## src/rtl/apb_master_arbiter.sv

```systemverilog
// apb_master_arbiter: round-robin share of one APB master port
// between NUM_REQ requesters, with a PREADY timeout.
//
// Ports:
//   PCLK, PRESET         clock, sync active-high reset
//   req_valid/_write     per-requester request and direction
//   req_addr/_wdata      packed 9-bit addr / 8-bit data per requester
//   req_ready            one-hot accept (combinational, IDLE only)
//   rsp_valid            one-hot completion pulse to the owner
//   rsp_rdata/_err       read data / error, valid with rsp_valid
//   PSEL1/PSEL2          slave selects, PADDR[8] picks PSEL2
//   PENABLE/PWRITE       APB enable / direction
//   PADDR/PWDATA         APB address / write data
//   PREADY/PRDATA/PSLVERR  slave response
module apb_master_arbiter #(
  parameter int NUM_REQ = 2,
  parameter int TIMEOUT = 16
) (
  input  logic                 PCLK,
  input  logic                 PRESET,
  input  logic [NUM_REQ-1:0]   req_valid,
  input  logic [NUM_REQ-1:0]   req_write,
  input  logic [NUM_REQ*9-1:0] req_addr,
  input  logic [NUM_REQ*8-1:0] req_wdata,
  output logic [NUM_REQ-1:0]   req_ready,
  output logic [NUM_REQ-1:0]   rsp_valid,
  output logic [7:0]           rsp_rdata,
  output logic                 rsp_err,
  output logic                 PSEL1,
  output logic                 PSEL2,
  output logic                 PENABLE,
  output logic                 PWRITE,
  output logic [8:0]           PADDR,
  output logic [7:0]           PWDATA,
  input  logic                 PREADY,
  input  logic [7:0]           PRDATA,
  input  logic                 PSLVERR
);

  localparam int IW =
    (NUM_REQ > 1) ? $clog2(NUM_REQ) : 1;
  localparam int CW = $clog2(TIMEOUT + 1);

  localparam logic [IW-1:0] LAST_REQ =
    IW'(NUM_REQ - 1);
  localparam logic [CW-1:0] CNT_MAX =
    CW'(TIMEOUT - 1);

  typedef enum logic [1:0] {
    S_IDLE,
    S_SETUP,
    S_ACCESS
  } state_e;

  state_e state_q;
  state_e state_d;

  logic [IW-1:0]      last_q;
  logic [IW-1:0]      last_d;
  logic [CW-1:0]      cnt_q;
  logic [CW-1:0]      cnt_d;

  logic               psel1_q;
  logic               psel1_d;
  logic               psel2_q;
  logic               psel2_d;
  logic               penable_q;
  logic               penable_d;
  logic               pwrite_q;
  logic               pwrite_d;
  logic [8:0]         paddr_q;
  logic [8:0]         paddr_d;
  logic [7:0]         pwdata_q;
  logic [7:0]         pwdata_d;

  logic [NUM_REQ-1:0] rsp_valid_q;
  logic [NUM_REQ-1:0] rsp_valid_d;
  logic [7:0]         rsp_rdata_q;
  logic [7:0]         rsp_rdata_d;
  logic               rsp_err_q;
  logic               rsp_err_d;

  // Arbiter
  logic               gnt_any;
  logic [IW-1:0]      gnt_idx;
  logic [IW-1:0]      cand;
  logic               take;

  logic [8:0]         sel_addr;
  logic [7:0]         sel_wdata;
  logic               sel_write;

  logic               done_ok;
  logic               done_to;
  logic               done;

  // Search upward from the slot after the
  // last grant so every requester gets a turn.
  always_comb begin
    gnt_any = 1'b0;
    gnt_idx = '0;
    cand    = '0;
    for (int k = 1; k <= NUM_REQ; k++) begin
      cand = IW'((int'(last_q) + k) % NUM_REQ);
      if (!gnt_any && req_valid[cand]) begin
        gnt_any = 1'b1;
        gnt_idx = cand;
      end
    end
  end

  assign take = (state_q == S_IDLE)
              && !PRESET
              && gnt_any;

  always_comb begin
    req_ready = '0;
    for (int i = 0; i < NUM_REQ; i++) begin
      if (take && (gnt_idx == IW'(i))) begin
        req_ready[i] = 1'b1;
      end
    end
  end

  always_comb begin
    sel_addr  = '0;
    sel_wdata = '0;
    sel_write = 1'b0;
    for (int i = 0; i < NUM_REQ; i++) begin
      if (gnt_idx == IW'(i)) begin
        sel_addr  = req_addr[9*i +: 9];
        sel_wdata = req_wdata[8*i +: 8];
        sel_write = req_write[i];
      end
    end
  end

  // PREADY wins over the timeout on the last
  // allowed cycle.
  assign done_ok = (state_q == S_ACCESS)
                 && PREADY;
  assign done_to = (state_q == S_ACCESS)
                 && !PREADY
                 && (cnt_q == CNT_MAX);
  assign done    = done_ok || done_to;

  // State register and datapath registers
  always_ff @(posedge PCLK) begin
    if (PRESET) begin
      state_q     <= S_IDLE;
      last_q      <= LAST_REQ;
      cnt_q       <= '0;
      psel1_q     <= 1'b0;
      psel2_q     <= 1'b0;
      penable_q   <= 1'b0;
      pwrite_q    <= 1'b0;
      paddr_q     <= '0;
      pwdata_q    <= '0;
      rsp_valid_q <= '0;
      rsp_rdata_q <= '0;
      rsp_err_q   <= 1'b0;
    end else begin
      state_q     <= state_d;
      last_q      <= last_d;
      cnt_q       <= cnt_d;
      psel1_q     <= psel1_d;
      psel2_q     <= psel2_d;
      penable_q   <= penable_d;
      pwrite_q    <= pwrite_d;
      paddr_q     <= paddr_d;
      pwdata_q    <= pwdata_d;
      rsp_valid_q <= rsp_valid_d;
      rsp_rdata_q <= rsp_rdata_d;
      rsp_err_q   <= rsp_err_d;
    end
  end

  // Next-state logic
  always_comb begin
    state_d = state_q;
    unique case (state_q)
      S_IDLE: begin
        if (take) begin
          state_d = S_SETUP;
        end
      end
      S_SETUP: begin
        state_d = S_ACCESS;
      end
      S_ACCESS: begin
        if (done) begin
          state_d = S_IDLE;
        end
      end
      default: begin
        state_d = S_IDLE;
      end
    endcase
  end

  // Output / datapath next values
  always_comb begin
    last_d      = last_q;
    cnt_d       = cnt_q;
    psel1_d     = psel1_q;
    psel2_d     = psel2_q;
    penable_d   = penable_q;
    pwrite_d    = pwrite_q;
    paddr_d     = paddr_q;
    pwdata_d    = pwdata_q;
    rsp_valid_d = '0;
    rsp_rdata_d = '0;
    rsp_err_d   = 1'b0;
    unique case (state_q)
      S_IDLE: begin
        psel1_d   = 1'b0;
        psel2_d   = 1'b0;
        penable_d = 1'b0;
        if (take) begin
          paddr_d  = sel_addr;
          pwdata_d = sel_wdata;
          pwrite_d = sel_write;
          psel1_d  = !sel_addr[8];
          psel2_d  = sel_addr[8];
          last_d   = gnt_idx;
        end
      end
      S_SETUP: begin
        penable_d = 1'b1;
        cnt_d     = '0;
      end
      S_ACCESS: begin
        if (done) begin
          psel1_d   = 1'b0;
          psel2_d   = 1'b0;
          penable_d = 1'b0;
          for (int i = 0; i < NUM_REQ; i++) begin
            rsp_valid_d[i] = (last_q == IW'(i));
          end
          // Writes and timeouts carry no data.
          rsp_err_d   = done_to | PSLVERR;
          rsp_rdata_d = (done_to || pwrite_q)
                      ? 8'h00 : PRDATA;
        end else begin
          cnt_d = cnt_q + 1'b1;
        end
      end
      default: begin
        psel1_d   = 1'b0;
        psel2_d   = 1'b0;
        penable_d = 1'b0;
      end
    endcase
  end

  assign PSEL1     = psel1_q;
  assign PSEL2     = psel2_q;
  assign PENABLE   = penable_q;
  assign PWRITE    = pwrite_q;
  assign PADDR     = paddr_q;
  assign PWDATA    = pwdata_q;
  assign rsp_valid = rsp_valid_q;
  assign rsp_rdata = rsp_rdata_q;
  assign rsp_err   = rsp_err_q;

endmodule
```

## config.mk

```make
export PLATFORM = sky130hd
export DESIGN_NAME = apb_master_arbiter
export DESIGN_NICKNAME = d
export VERILOG_FILES = /design/src/rtl/apb_master_arbiter.sv
export SDC_FILE = /design/constraint.sdc
export NUM_CORES = 1
export LEC_CHECK = 0
export ABC_AREA = 1
export BUFFER_PORTS_ARGS = -buffer_cell sky130_fd_sc_hd__clkbuf_2
export CAP_MARGIN = 20
export CELL_PAD_IN_SITES_DETAIL_PLACEMENT = 1
export CELL_PAD_IN_SITES_GLOBAL_PLACEMENT = 1
export CORE_ASPECT_RATIO = 0.6
export CORE_UTILIZATION = 31
export DETAILED_ROUTE_END_ITERATION = 10
export GPL_TIMING_DRIVEN = 0
export PLACE_DENSITY_LB_ADDON = 0.1
export RECOVER_POWER = 25
export SLEW_MARGIN = 20
export SYNTH_ARGS = -nofsm -noshare
export SYNTH_HDL_FRONTEND = slang
export SYNTH_SLANG_ARGS = --single-unit
export TNS_END_PERCENT = 100
```

## constraint.sdc

```tcl
create_clock -name PCLK -period 1.8 [get_ports PCLK]
set_input_delay 0.27 -clock PCLK [delete_from_list [all_inputs] [get_ports PCLK]]
set_output_delay 0.27 -clock PCLK [all_outputs]
set_load 0.01 [all_outputs]
```

==> flow_summary.toml <==
[floorplan]
core_um2 = 5570
rows = 21
die_area_um2 = 6110
chipWidth_um = 100
pin_count = 84
initial_core_util_pct = 32.3
fp.dieH_um = 61.0

[synth]
synth_area_leaders = "dfxtp_1, nand2_1, nand3_1"
syn_area_per_cell_um2 = 7.52
netlist.area_leader.share_pct = 44.6
ys_seq_area_share_pct = 44.6
yosysUniqueCellTypes = 23
synthArstFlopShare_pct = 0
syn-num-nets = 291
synth-edff-count = 0
yosysMostFrequentCell = "nand2_1"
ys_seq_elements = 40
synth_ff_type = "dfxtp_1"
ys_warn_count = 0
ys_top_cells_by_count = "nand2_1, dfxtp_1, nand3_1"
netlist_area_um2 = 1800
yosys.area.top_type = "dfxtp_1"
synth_cells = 239

[finish]
final_core_utilization_pct = 42.7
multi_input_area_um2 = 833
layout.nets = 381
n_antenna_cell = 0
regArea_um2 = 805
instances_no_fill = 409
drive_gt1_share_pct = 34.3
areaGrowthSynthToFinish_pct = 32.2
fill_cells = 728

[timing]
fin_hold_ws_ns = 0.169
rsz0062_at_grt = "true"
fmax_ghz = 0.595
setup_viol = 0
worstMarginPinSlew_ns = 0.322
fin_skew_ns = 0.00571
hold_viol = 0
post-route-period-util_pct = 93.3
fin_crit_ns = 1.68
setup_tns_ns = 0
relSlewSlack_pct = 78.5
slew_violations = 0

[placement]
gp_congestion = 0.707
dp.cells = 402
dp_hpwl_um = 3850
io_buffer_count = 83

[power]
p_leak_nw = 1.18
peakVddDrop_mv = 0.370
p_per_area_nw_per_um2 = 793

[critical_path]
worstSetupPathType = "reg2out"
crit_top_cell = "nor2_4"
startpoint_type = "flip-flop"
critical_path.top_delay_family = "simple AND/OR/NAND/NOR gates"
critical_path_arrival_ns = 1.41
cp_slowest_cell = "dfxtp_1"
path_cells = "nor2_4 > nand2_2 > nor2_4 > buf_6 > nand2_1 > inv_1 > clkbuf_2"
critPathRequiredTime_ns = 1.53
critPathLaunch = "state_q[1]"
critical_path_buf_inv_count = 3
cpPeakStageDelay_ns = 0.37
end_kind = "primary output"
r2r_start = "cnt_q[1]"
path_max_fanout = 10

[route]
antenna_left = 0
drc_errors = 0
drt-pass1-iter-count = 3
drt_iter0_drc = 31
avgRoutedWirePerCell_um = 12.1
vias_per_cell = 4.32
wirelength_um = 4950
num_vias = 1765

[grt]
grt_pass1_wl_um = 8040
antenna_found_initial = 0
grt_max_degree = 12
track_usage_pct = 17.2
overflow = 0
grt_pass1_vias = 1745

[clocking]
cts_tree = "done"
cts-root-buf = "clkbuf_8"
cts_made_buffers = 5
post-cts-setup-buffers = 0
htreeDepth = 2
insertion_delay_ns = 0.29
path_clk_slew_ns = 0.08
cts_sinks = 40
cts_buffer_depth = 2

[run]
drv_cap = 0

[min_path]
hold_start = "PRDATA[3]"
hold_class = "in2reg"

[status]
run_status = "complete, no violations"
[power breakdown]
part / internal [mW] / switching [mW]
sequential: 0.928 / 0.0310
combinational: 0.149 / 0.208
clock: 0.264 / 0.305
total: 1.34 / 0.544
[placed cells by master, fill, tap and decap left out, types with 2 or more instances in the layout]
cell and n:
dfxtp_2 3, nand3_2 2, nand2_4 2, a21oi_1 14
clkbuf_1 17, o21ai_0 2, nor2_1 17, nand2_1 81
inv_1 20, a21oi_2 10, buf_6 3, nor2_4 3
dfxtp_1 37, nand3_1 23, clkbuf_8 5, nand2_2 4
inv_2 3, clkbuf_2 67, buf_2 3, buf_4 4
[what timing repair did]
action | CTS | global route
hold buffers | 0 | 0
gates resized for setup | 0 | 4
endpoints found under the setup margin | 0 | 7
[worst min-delay path, cell delays in order]
cell	delay, ns
clkbuf_2	0.08
inv_1	0.04
nor2_1	0.03
[state kept, by name (all words and copies together) (netlist names)]
| register | flops |
|---|---|
| PWDATA | 8 |
| last_q | 1 |
| PADDR | 9 |
| PSEL2 | 1 |
| state_q | 2 |
| cnt_q | 5 |
| rsp_rdata | 8 |
| PWRITE | 1 |
| PENABLE | 1 |
| PSEL1 | 1 |
| rsp_err | 1 |
| rsp_valid | 2 |
[routing by layer]
| layer | up-vias | wire length [um] | global-route usage [%] |
|---|---|---|---|
| li1 | 930 | - | - |
| met1 | 793 | 2610 | 23.7 |
| met2 | 42 | 2110 | 27.5 |
| met3 | 0 | 235 | 4.61 |
| met4 | 0 | 0 | 3.73 |
| met5 | - | 0 | 0 |
[area by class of cell]
| class | count | area share [%] |
|---|---|---|
| plain buffers | 10 | 3.32 |
| repair buffers | 83 | 16.6 |
| well taps | 80 | 4.21 |
| inverters | 23 | 3.63 |
| flip-flops and latches | 40 | 33.9 |
| multi-input cells | 166 | 35.1 |
| clock inverters | 1 | 0.211 |
| clock buffers | 6 | 3.05 |
[per-stage QoR]
step	cell area (um2)	power, mW	worst slack, ns
3_3_place_gp	2310	1.34	0.224
2_1_floorplan	1800	1.19	0.418
6_report	2380	1.89	0.120
4_1_cts	2390	1.92	0.0472
5_1_grt	2380	1.99	-0.0000460
3_5_place_dp	2310	1.34	0.169
[cells by family (layout without fill, tap and decap cells)]
kind of cell,Yosys count,in the layout,synth area share (%)
AOI/OAI and AO/OA,29,29,10.5
and+or+nand+nor,135,135,34.3
buffers and inverters,33,123,9.19
DFF,40,40,44.6
adders and majority gates,2,2,1.39
[worst paths after layout]
kind	endpoint	slack (ns)	cells past startpoint
min reg2reg	cnt_q[0]	0.45	1
min	rsp_rdata[3]	0.17	3
max reg2reg	rsp_rdata[1]	0.22	9
max	req_ready[1]	0.12	7
(Power assumes the default switching activity.)
